--- config.mk ---
export PLATFORM = sky130hd
export DESIGN_NAME = dwbm_lsu
export DESIGN_NICKNAME = d
export VERILOG_FILES = /design/src/rtl/mirfak_pkg.sv /design/src/rtl/dwbm_lsu_align.sv /design/src/rtl/dwbm_lsu.sv
export SDC_FILE = /design/constraint.sdc
export NUM_CORES = 1
export LEC_CHECK = 0
export CAP_MARGIN = 20
export CORE_ASPECT_RATIO = 0.6
export CORE_MARGIN = 10
export CORE_UTILIZATION = 45
export CTS_CLUSTER_DIAMETER = 80
export DETAILED_ROUTE_END_ITERATION = 8
export PLACE_DENSITY = 0.82
export RECOVER_POWER = 50
export SLEW_MARGIN = 5
export SYNTH_ARGS = -nofsm -noshare
export SYNTH_HDL_FRONTEND = slang
export SYNTH_HIERARCHICAL = 1
export SYNTH_SLANG_ARGS = --single-unit
--- constraint.sdc ---
create_clock -name clk_i -period 3.4 [get_ports clk_i]
set_input_delay 0.34 -clock clk_i [delete_from_list [all_inputs] [get_ports clk_i]]
set_output_delay 0.34 -clock clk_i [all_outputs]
set_load 0.01 [all_outputs]
--- src/rtl/mirfak_pkg.sv ---
// Shared definitions for the mirfak core data-side load/store path:
// access size encodings, LSU state encoding and the default bus timeout.
package mirfak_pkg;

    // Access size encodings carried on lsu_size_i (2'b11 is reserved).
    localparam logic [1:0] LSU_BYTE = 2'b00;
    localparam logic [1:0] LSU_HALF = 2'b01;
    localparam logic [1:0] LSU_WORD = 2'b10;

    // Cycles a bus access may stay open without ack/err before it is aborted.
    localparam int unsigned LSU_TIMEOUT_DEFAULT = 32'd255;

    // Load/store unit control state.
    typedef enum logic [0:0] {
        LSU_IDLE = 1'b0,
        LSU_BUSY = 1'b1
    } lsu_state_e;

endpackage

--- src/rtl/dwbm_lsu_align.sv ---
// Combinational data aligner for the load/store unit: alignment check,
// byte-lane enables, store data replication and load data extraction with
// sign/zero extension. One instance serves both the request and response path.
module dwbm_lsu_align
    import mirfak_pkg::*;
(
    input  logic [1:0]  addr_lo,
    input  logic [1:0]  size,
    input  logic        is_unsigned,
    input  logic [31:0] wdata,
    input  logic [31:0] bus_rdata,
    output logic        misaligned,
    output logic [3:0]  sel,
    output logic [31:0] bus_wdata,
    output logic [31:0] rdata
);

    logic [31:0] shifted_s;

    // Request side: alignment check, lane enables and lane-replicated store data.
    always_comb begin
        misaligned = 1'b1;
        sel        = 4'b0000;
        bus_wdata  = 32'h0000_0000;
        case (size)
            LSU_BYTE: begin
                misaligned = 1'b0;
                sel        = 4'b0001 << addr_lo;
                bus_wdata  = {4{wdata[7:0]}};
            end
            LSU_HALF: begin
                misaligned = addr_lo[0];
                sel        = 4'b0011 << addr_lo;
                bus_wdata  = {2{wdata[15:0]}};
            end
            LSU_WORD: begin
                misaligned = (addr_lo != 2'b00);
                sel        = 4'b1111;
                bus_wdata  = wdata;
            end
            default: begin
                misaligned = 1'b1;
                sel        = 4'b0000;
                bus_wdata  = 32'h0000_0000;
            end
        endcase
    end

    // Response side: bring the addressed lanes down to bit 0 and extend.
    always_comb begin
        shifted_s = bus_rdata >> {addr_lo, 3'b000};
        rdata     = 32'h0000_0000;
        case (size)
            LSU_BYTE: begin
                if (is_unsigned) begin
                    rdata = {24'h00_0000, shifted_s[7:0]};
                end else begin
                    rdata = {{24{shifted_s[7]}}, shifted_s[7:0]};
                end
            end
            LSU_HALF: begin
                if (is_unsigned) begin
                    rdata = {16'h0000, shifted_s[15:0]};
                end else begin
                    rdata = {{16{shifted_s[15]}}, shifted_s[15:0]};
                end
            end
            LSU_WORD: begin
                rdata = shifted_s;
            end
            default: begin
                rdata = 32'h0000_0000;
            end
        endcase
    end

endmodule

--- src/rtl/dwbm_lsu.sv ---
// Load/store unit: Wishbone classic master on the core data port. Takes one
// request at a time, rejects misaligned accesses without touching the bus,
// runs one bus cycle per aligned access and reports completion, misalignment,
// bus error or timeout with a single-cycle valid pulse.
module dwbm_lsu
    import mirfak_pkg::*;
#(
    parameter int unsigned TIMEOUT = LSU_TIMEOUT_DEFAULT
) (
    input  logic        clk_i,
    input  logic        rstn_i,
    input  logic        lsu_req_i,
    input  logic        lsu_we_i,
    input  logic [31:0] lsu_addr_i,
    input  logic [31:0] lsu_wdata_i,
    input  logic [1:0]  lsu_size_i,
    input  logic        lsu_unsigned_i,
    output logic        lsu_ready_o,
    output logic        lsu_valid_o,
    output logic [31:0] lsu_rdata_o,
    output logic        lsu_misaligned_o,
    output logic        lsu_buserr_o,
    output logic [31:0] dwbm_addr_o,
    output logic [31:0] dwbm_dat_o,
    output logic [3:0]  dwbm_sel_o,
    output logic        dwbm_cyc_o,
    output logic        dwbm_stb_o,
    output logic        dwbm_we_o,
    input  logic [31:0] dwbm_dat_i,
    input  logic        dwbm_ack_i,
    input  logic        dwbm_err_i
);

    // Wide enough to hold the value TIMEOUT itself.
    localparam int unsigned CNT_W = $clog2(TIMEOUT + 1);

    lsu_state_e       state_r;
    logic [CNT_W-1:0] cnt_r;
    logic [31:0]      addr_r;
    logic [1:0]       addr_lo_r;
    logic [1:0]       size_r;
    logic             unsigned_r;
    logic [3:0]       sel_r;
    logic [31:0]      dat_r;
    logic             we_r;
    logic             cyc_r;
    logic             valid_r;
    logic             misaligned_r;
    logic             buserr_r;
    logic [31:0]      rdata_r;

    logic [1:0]       alg_addr_s;
    logic [1:0]       alg_size_s;
    logic             alg_unsigned_s;
    logic             misaligned_s;
    logic [3:0]       sel_s;
    logic [31:0]      wdat_s;
    logic [31:0]      rdata_fmt_s;

    // The aligner looks at the incoming request while idle and at the latched
    // access while a bus cycle is open, so one instance covers both paths.
    always_comb begin
        if (state_r == LSU_IDLE) begin
            alg_addr_s     = lsu_addr_i[1:0];
            alg_size_s     = lsu_size_i;
            alg_unsigned_s = lsu_unsigned_i;
        end else begin
            alg_addr_s     = addr_lo_r;
            alg_size_s     = size_r;
            alg_unsigned_s = unsigned_r;
        end
    end

    dwbm_lsu_align u_align (
        .addr_lo     (alg_addr_s),
        .size        (alg_size_s),
        .is_unsigned (alg_unsigned_s),
        .wdata       (lsu_wdata_i),
        .bus_rdata   (dwbm_dat_i),
        .misaligned  (misaligned_s),
        .sel         (sel_s),
        .bus_wdata   (wdat_s),
        .rdata       (rdata_fmt_s)
    );

    // Control FSM, timeout counter and all registered bus/pipeline outputs.
    // Status outputs default to zero every cycle so they only pulse with valid.
    always_ff @(posedge clk_i or negedge rstn_i) begin
        if (!rstn_i) begin
            state_r      <= LSU_IDLE;
            cnt_r        <= '0;
            addr_r       <= 32'h0000_0000;
            addr_lo_r    <= 2'b00;
            size_r       <= 2'b00;
            unsigned_r   <= 1'b0;
            sel_r        <= 4'b0000;
            dat_r        <= 32'h0000_0000;
            we_r         <= 1'b0;
            cyc_r        <= 1'b0;
            valid_r      <= 1'b0;
            misaligned_r <= 1'b0;
            buserr_r     <= 1'b0;
            rdata_r      <= 32'h0000_0000;
        end else begin
            valid_r      <= 1'b0;
            misaligned_r <= 1'b0;
            buserr_r     <= 1'b0;
            rdata_r      <= 32'h0000_0000;
            case (state_r)
                LSU_IDLE: begin
                    // Terminations arriving here belong to no access and are ignored.
                    if (lsu_req_i) begin
                        if (misaligned_s) begin
                            valid_r      <= 1'b1;
                            misaligned_r <= 1'b1;
                        end else begin
                            state_r    <= LSU_BUSY;
                            cnt_r      <= '0;
                            addr_r     <= {lsu_addr_i[31:2], 2'b00};
                            addr_lo_r  <= lsu_addr_i[1:0];
                            size_r     <= lsu_size_i;
                            unsigned_r <= lsu_unsigned_i;
                            sel_r      <= sel_s;
                            dat_r      <= wdat_s;
                            we_r       <= lsu_we_i;
                            cyc_r      <= 1'b1;
                        end
                    end
                end
                LSU_BUSY: begin
                    // Error wins over a simultaneous ack; timeout is the last resort.
                    if (dwbm_err_i) begin
                        state_r  <= LSU_IDLE;
                        cyc_r    <= 1'b0;
                        valid_r  <= 1'b1;
                        buserr_r <= 1'b1;
                    end else if (dwbm_ack_i) begin
                        state_r <= LSU_IDLE;
                        cyc_r   <= 1'b0;
                        valid_r <= 1'b1;
                        rdata_r <= we_r ? 32'h0000_0000 : rdata_fmt_s;
                    end else if (cnt_r == CNT_W'(TIMEOUT)) begin
                        state_r  <= LSU_IDLE;
                        cyc_r    <= 1'b0;
                        valid_r  <= 1'b1;
                        buserr_r <= 1'b1;
                    end else begin
                        cnt_r <= cnt_r + CNT_W'(1);
                    end
                end
                default: begin
                    state_r <= LSU_IDLE;
                    cyc_r   <= 1'b0;
                end
            endcase
        end
    end

    assign lsu_ready_o      = (state_r == LSU_IDLE);
    assign lsu_valid_o      = valid_r;
    assign lsu_rdata_o      = rdata_r;
    assign lsu_misaligned_o = misaligned_r;
    assign lsu_buserr_o     = buserr_r;
    assign dwbm_addr_o      = addr_r;
    assign dwbm_dat_o       = dat_r;
    assign dwbm_sel_o       = sel_r;
    assign dwbm_cyc_o       = cyc_r;
    assign dwbm_stb_o       = cyc_r;
    assign dwbm_we_o        = we_r;

endmodule

==> results.sh <==
export IMPL_clock_latency_ns=0.40
export IMPL_n_antenna_cell=0
export IMPL_hold_path_class="in -> reg"
export IMPL_postCtsSetupBuffers=0
export IMPL_grt_max_degree=86
export IMPL_skew_ns=0.0102
export IMPL_detail_route_antenna_nets=0
export IMPL_synthCells=630
export IMPL_fmax_ghz=0.356
export IMPL_fin_crit_ns=2.81
export IMPL_design_area_um2=8490
export IMPL_tns_ns=0
export IMPL_cts_root_buf="clkbuf_16"
export IMPL_synth_edf_count=0
export IMPL_gp_congestion=0.952
export IMPL_startpoint_type="register"
export IMPL_path_class="reg -> reg"
export IMPL_final_nets=935
export IMPL_track_usage_pct=20.9
export IMPL_dpl_instance_area_um2=7780
export IMPL_numCtsBuffers=17
export IMPL_htree_levels=4
export IMPL_die_area_um2=17500
export IMPL_finalWorstSetupSlack_ns=0.592
export IMPL_rsz0062_at_grt="false"
export IMPL_yosysMostFrequentCell="nand2_1"
export IMPL_worstMarginPinSlew_ns=2.20
export IMPL_worst_ep_required_time_ns=3.74
export IMPL_violations="max-capacitance violations, max-slew violations"
export IMPL_top_level_ports=212
export IMPL_place_ws_ns=0.504
export IMPL_cap_violations=1
export IMPL_fin_crit_sh_pct=82.6
export IMPL_grt_pass1_vias=5404
export IMPL_drive_gt1_share_pct=7.60
export IMPL_crit_path_max_incr_delay_ns=0.63
export IMPL_portBuffers=209
export IMPL_route_detailed_drc=0
export IMPL_core_area_um2=12100
export IMPL_fin_hold_ws_ns=0.464
export IMPL_async_flop_share_pct=100
export IMPL_power_density_nw_per_um2=815
export IMPL_multiInputGateArea_um2=2420
export IMPL_grt_pass1_wl_mm=29.1
export IMPL_worstPathCellList="mux2_2 > nor3_1 > a21oi_1 > inv_1 > and3_2 > buf_4 > nand2_1 > nand2_1"
export IMPL_crit_slowest_cell="mux2_2"
export IMPL_cellLeakagePower_nw=4.29
export IMPL_drtIter0Drc=321
export IMPL_drtPass1Iterations=4
export IMPL_cp_common_cell="nand2_1"
export IMPL_cts_max_path_buffers=2
export IMPL_seq_area_um2=2930
export IMPL_arrival_ns=3.15
export IMPL_die_w_um=164
export IMPL_power_mw=6.92
export IMPL_ys_flop_type="dfrtp_1"
export IMPL_routed_wl_mm=18.7
export IMPL_setup_worst_path_end_class="register"
export IMPL_max_slew_margin_pct=-46.6
export IMPL_fill_cells=912
export IMPL_grt_ovfl_total=0
export IMPL_ys_seq_area_share_pct=52.2
export IMPL_irDropWorstVdd_mv=0.441
export IMPL_rows=31
export IMPL_synth_seq_cells=117
export IMPL_syn_area_um2=5610
export IMPL_syn_avg_cell_area_um2=8.90
export IMPL_viasPerCell=5.16
export IMPL_setup_violations=0
export IMPL_start_util_pct=46.2
export IMPL_slew_violations=39
export IMPL_clk_pin_slew_worst_paths_ns=0.06
export IMPL_yosysWarningCount=6
export IMPL_dieHeight_um=106
export IMPL_cts_tree="done"
export IMPL_synth_distinct_cells=47
export IMPL_netlist_top_cells_count="253 x nand2_1, 117 x dfrtp_1, 33 x and2_1"
export IMPL_wl_per_cell_um=18.6
export IMPL_antenna_found_initial=1
export IMPL_synth_area_leaders="dfrtp_1 52%, nand2_1 17%, and2_1 3.7%, mux2i_1 3.6%, mux2_2 2.6%"
export IMPL_cts_sinks=117
export IMPL_synth_top_area_cell="dfrtp_1"
export IMPL_crit_fanout=72
export IMPL_hpwl_mm=13.7
export IMPL_status="finished with violations"
export IMPL_hold_viol_final=0
export IMPL_areaGrowthSynthToFinish_pct=51.5
export IMPL_vias=5192
export IMPL_synth_top_cell_area_share_pct=52.2
==> critical path, delay by kind of cell, from the launching register on <==
| family | cells | cell delay [ns] |
|---|---|---|
| buffers and inverters | 2 | 0.69 |
| muxes | 1 | 0.63 |
| and+or+nand+nor | 4 | 0.77 |
| AOI/OAI and AO/OA | 1 | 0.07 |
| DFF | 1 | 0.54 |
==> cell type report <==
class,instances,share of cell area [%]
clock buffers,19,5.33
well taps,165,2.43
clock inverters,13,2.67
repair buffers,222,26.1
flip-flops and latches,117,34.5
inverters,12,0.530
multi-input cells,459,28.5
==> logic make-up (layout without fill, tap and decap cells) <==
| family | after synthesis | count (layout) | synth area share (%) |
|---|---|---|---|
| AOI/OAI and AO/OA | 77 | 77 | 9.73 |
| xor gates and xnor gates | 1 | 1 | 0.156 |
| adders and majority gates | 1 | 1 | 0.223 |
| buffers and inverters | 55 | 266 | 4.89 |
| DFF | 117 | 117 | 52.2 |
| muxes | 34 | 34 | 6.45 |
| other | 1 | 2 | 0.0669 |
| and+or+nand+nor | 344 | 344 | 26.3 |
==> stage by stage <==
step / util, % / std cells
3_5_place_dp: 64.1 / 973
3_3_place_gp: 64.1 / 973
5_1_grt: 70.0 / 1007
2_1_floorplan: - / 631
6_report: 70.0 / 1007
4_1_cts: 69.7 / 1005
==> layout by cell type, fill, tap and decap left out, types with 2 or more instances in the layout <==
cell type,instances
and2_1,33
a211oi_1,14
clkbuf_8,2
inv_1,12
nor4_1,3
nor2b_1,7
and3_1,3
mux2i_1,20
conb_1,2
a221o_1,4
clkinv_2,3
clkinvlp_4,3
clkbuf_16,17
dlygate4sd3_1,52
a211o_1,2
clkdlybuf4s50_1,157
a21o_1,17
nand2b_1,3
o31ai_1,2
nor2_1,23
o21ai_0,19
o21a_1,3
a22oi_1,6
nand2_1,253
buf_4,9
bufinv_16,6
mux2_2,13
a21oi_1,3
nor3b_1,3
dfrtp_1,117
nand3_1,3
clkbuf_1,2
nor3_1,4
==> state kept, by name (all words and copies together) (netlist names) <==
name,count
lsu_misaligned_o,1
dwbm_sel_o,4
cnt_r,8
dwbm_cyc_o,1
size_r,2
lsu_buserr_o,1
dwbm_we_o,1
dwbm_addr_o,30
state_r,1
lsu_rdata_o,32
lsu_valid_o,1
addr_lo_r,2
unsigned_r,1
dwbm_dat_o,32
==> path summary, 6_finish.rpt <==
| path | start | end | slack, ns | depth (start not counted) |
|---|---|---|---|---|
| setup / recovery | state_r$_DFF_PN0_ | dwbm_dat_o[23]$_DFFE_PN0P_ | 0.59 | 8 |
| hold / removal | lsu_addr_i[6] | dwbm_addr_o[6]$_DFFE_PN0P_ | 0.46 | 3 |
| min in group asynchronous | rstn_i | dwbm_addr_o[5]$_DFFE_PN0P_ | 1.13 | 2 |
| max in group asynchronous | rstn_i | lsu_rdata_o[13]$_DFF_PN0_ | 0.72 | 4 |
| setup reg to reg | state_r$_DFF_PN0_ | dwbm_dat_o[23]$_DFFE_PN0P_ | 0.59 | 8 |
| hold reg to reg | dwbm_addr_o[17]$_DFFE_PN0P_ | dwbm_addr_o[17]$_DFFE_PN0P_ | 0.47 | 2 |
==> repair_timing <==
item                                   in CTS  in global routing
endpoints found under the hold margin       0                 38
gates resized for setup                     0                  0
hold buffers                                0                  1
==> metal layers <==
metal / GRT usage, % / vias to the layer above / share of wire (%)
li1: - / 2441 / -
met1: 25.4 / 2464 / 42
met2: 32.6 / 259 / 45
met3: 9.90 / 26 / 12
met4: 6.10 / 2 / 1.2
met5: 0 / - / 0.069
==> power breakdown <==
part / switching [mW] / total, mW / internal, mW
registers: 0.256 / 2.09 / 1.83
logic: 1.48 / 2.78 / 1.30
clock network: 0.646 / 2.06 / 1.41
Note: power is estimated with default switching activity, not from simulation.
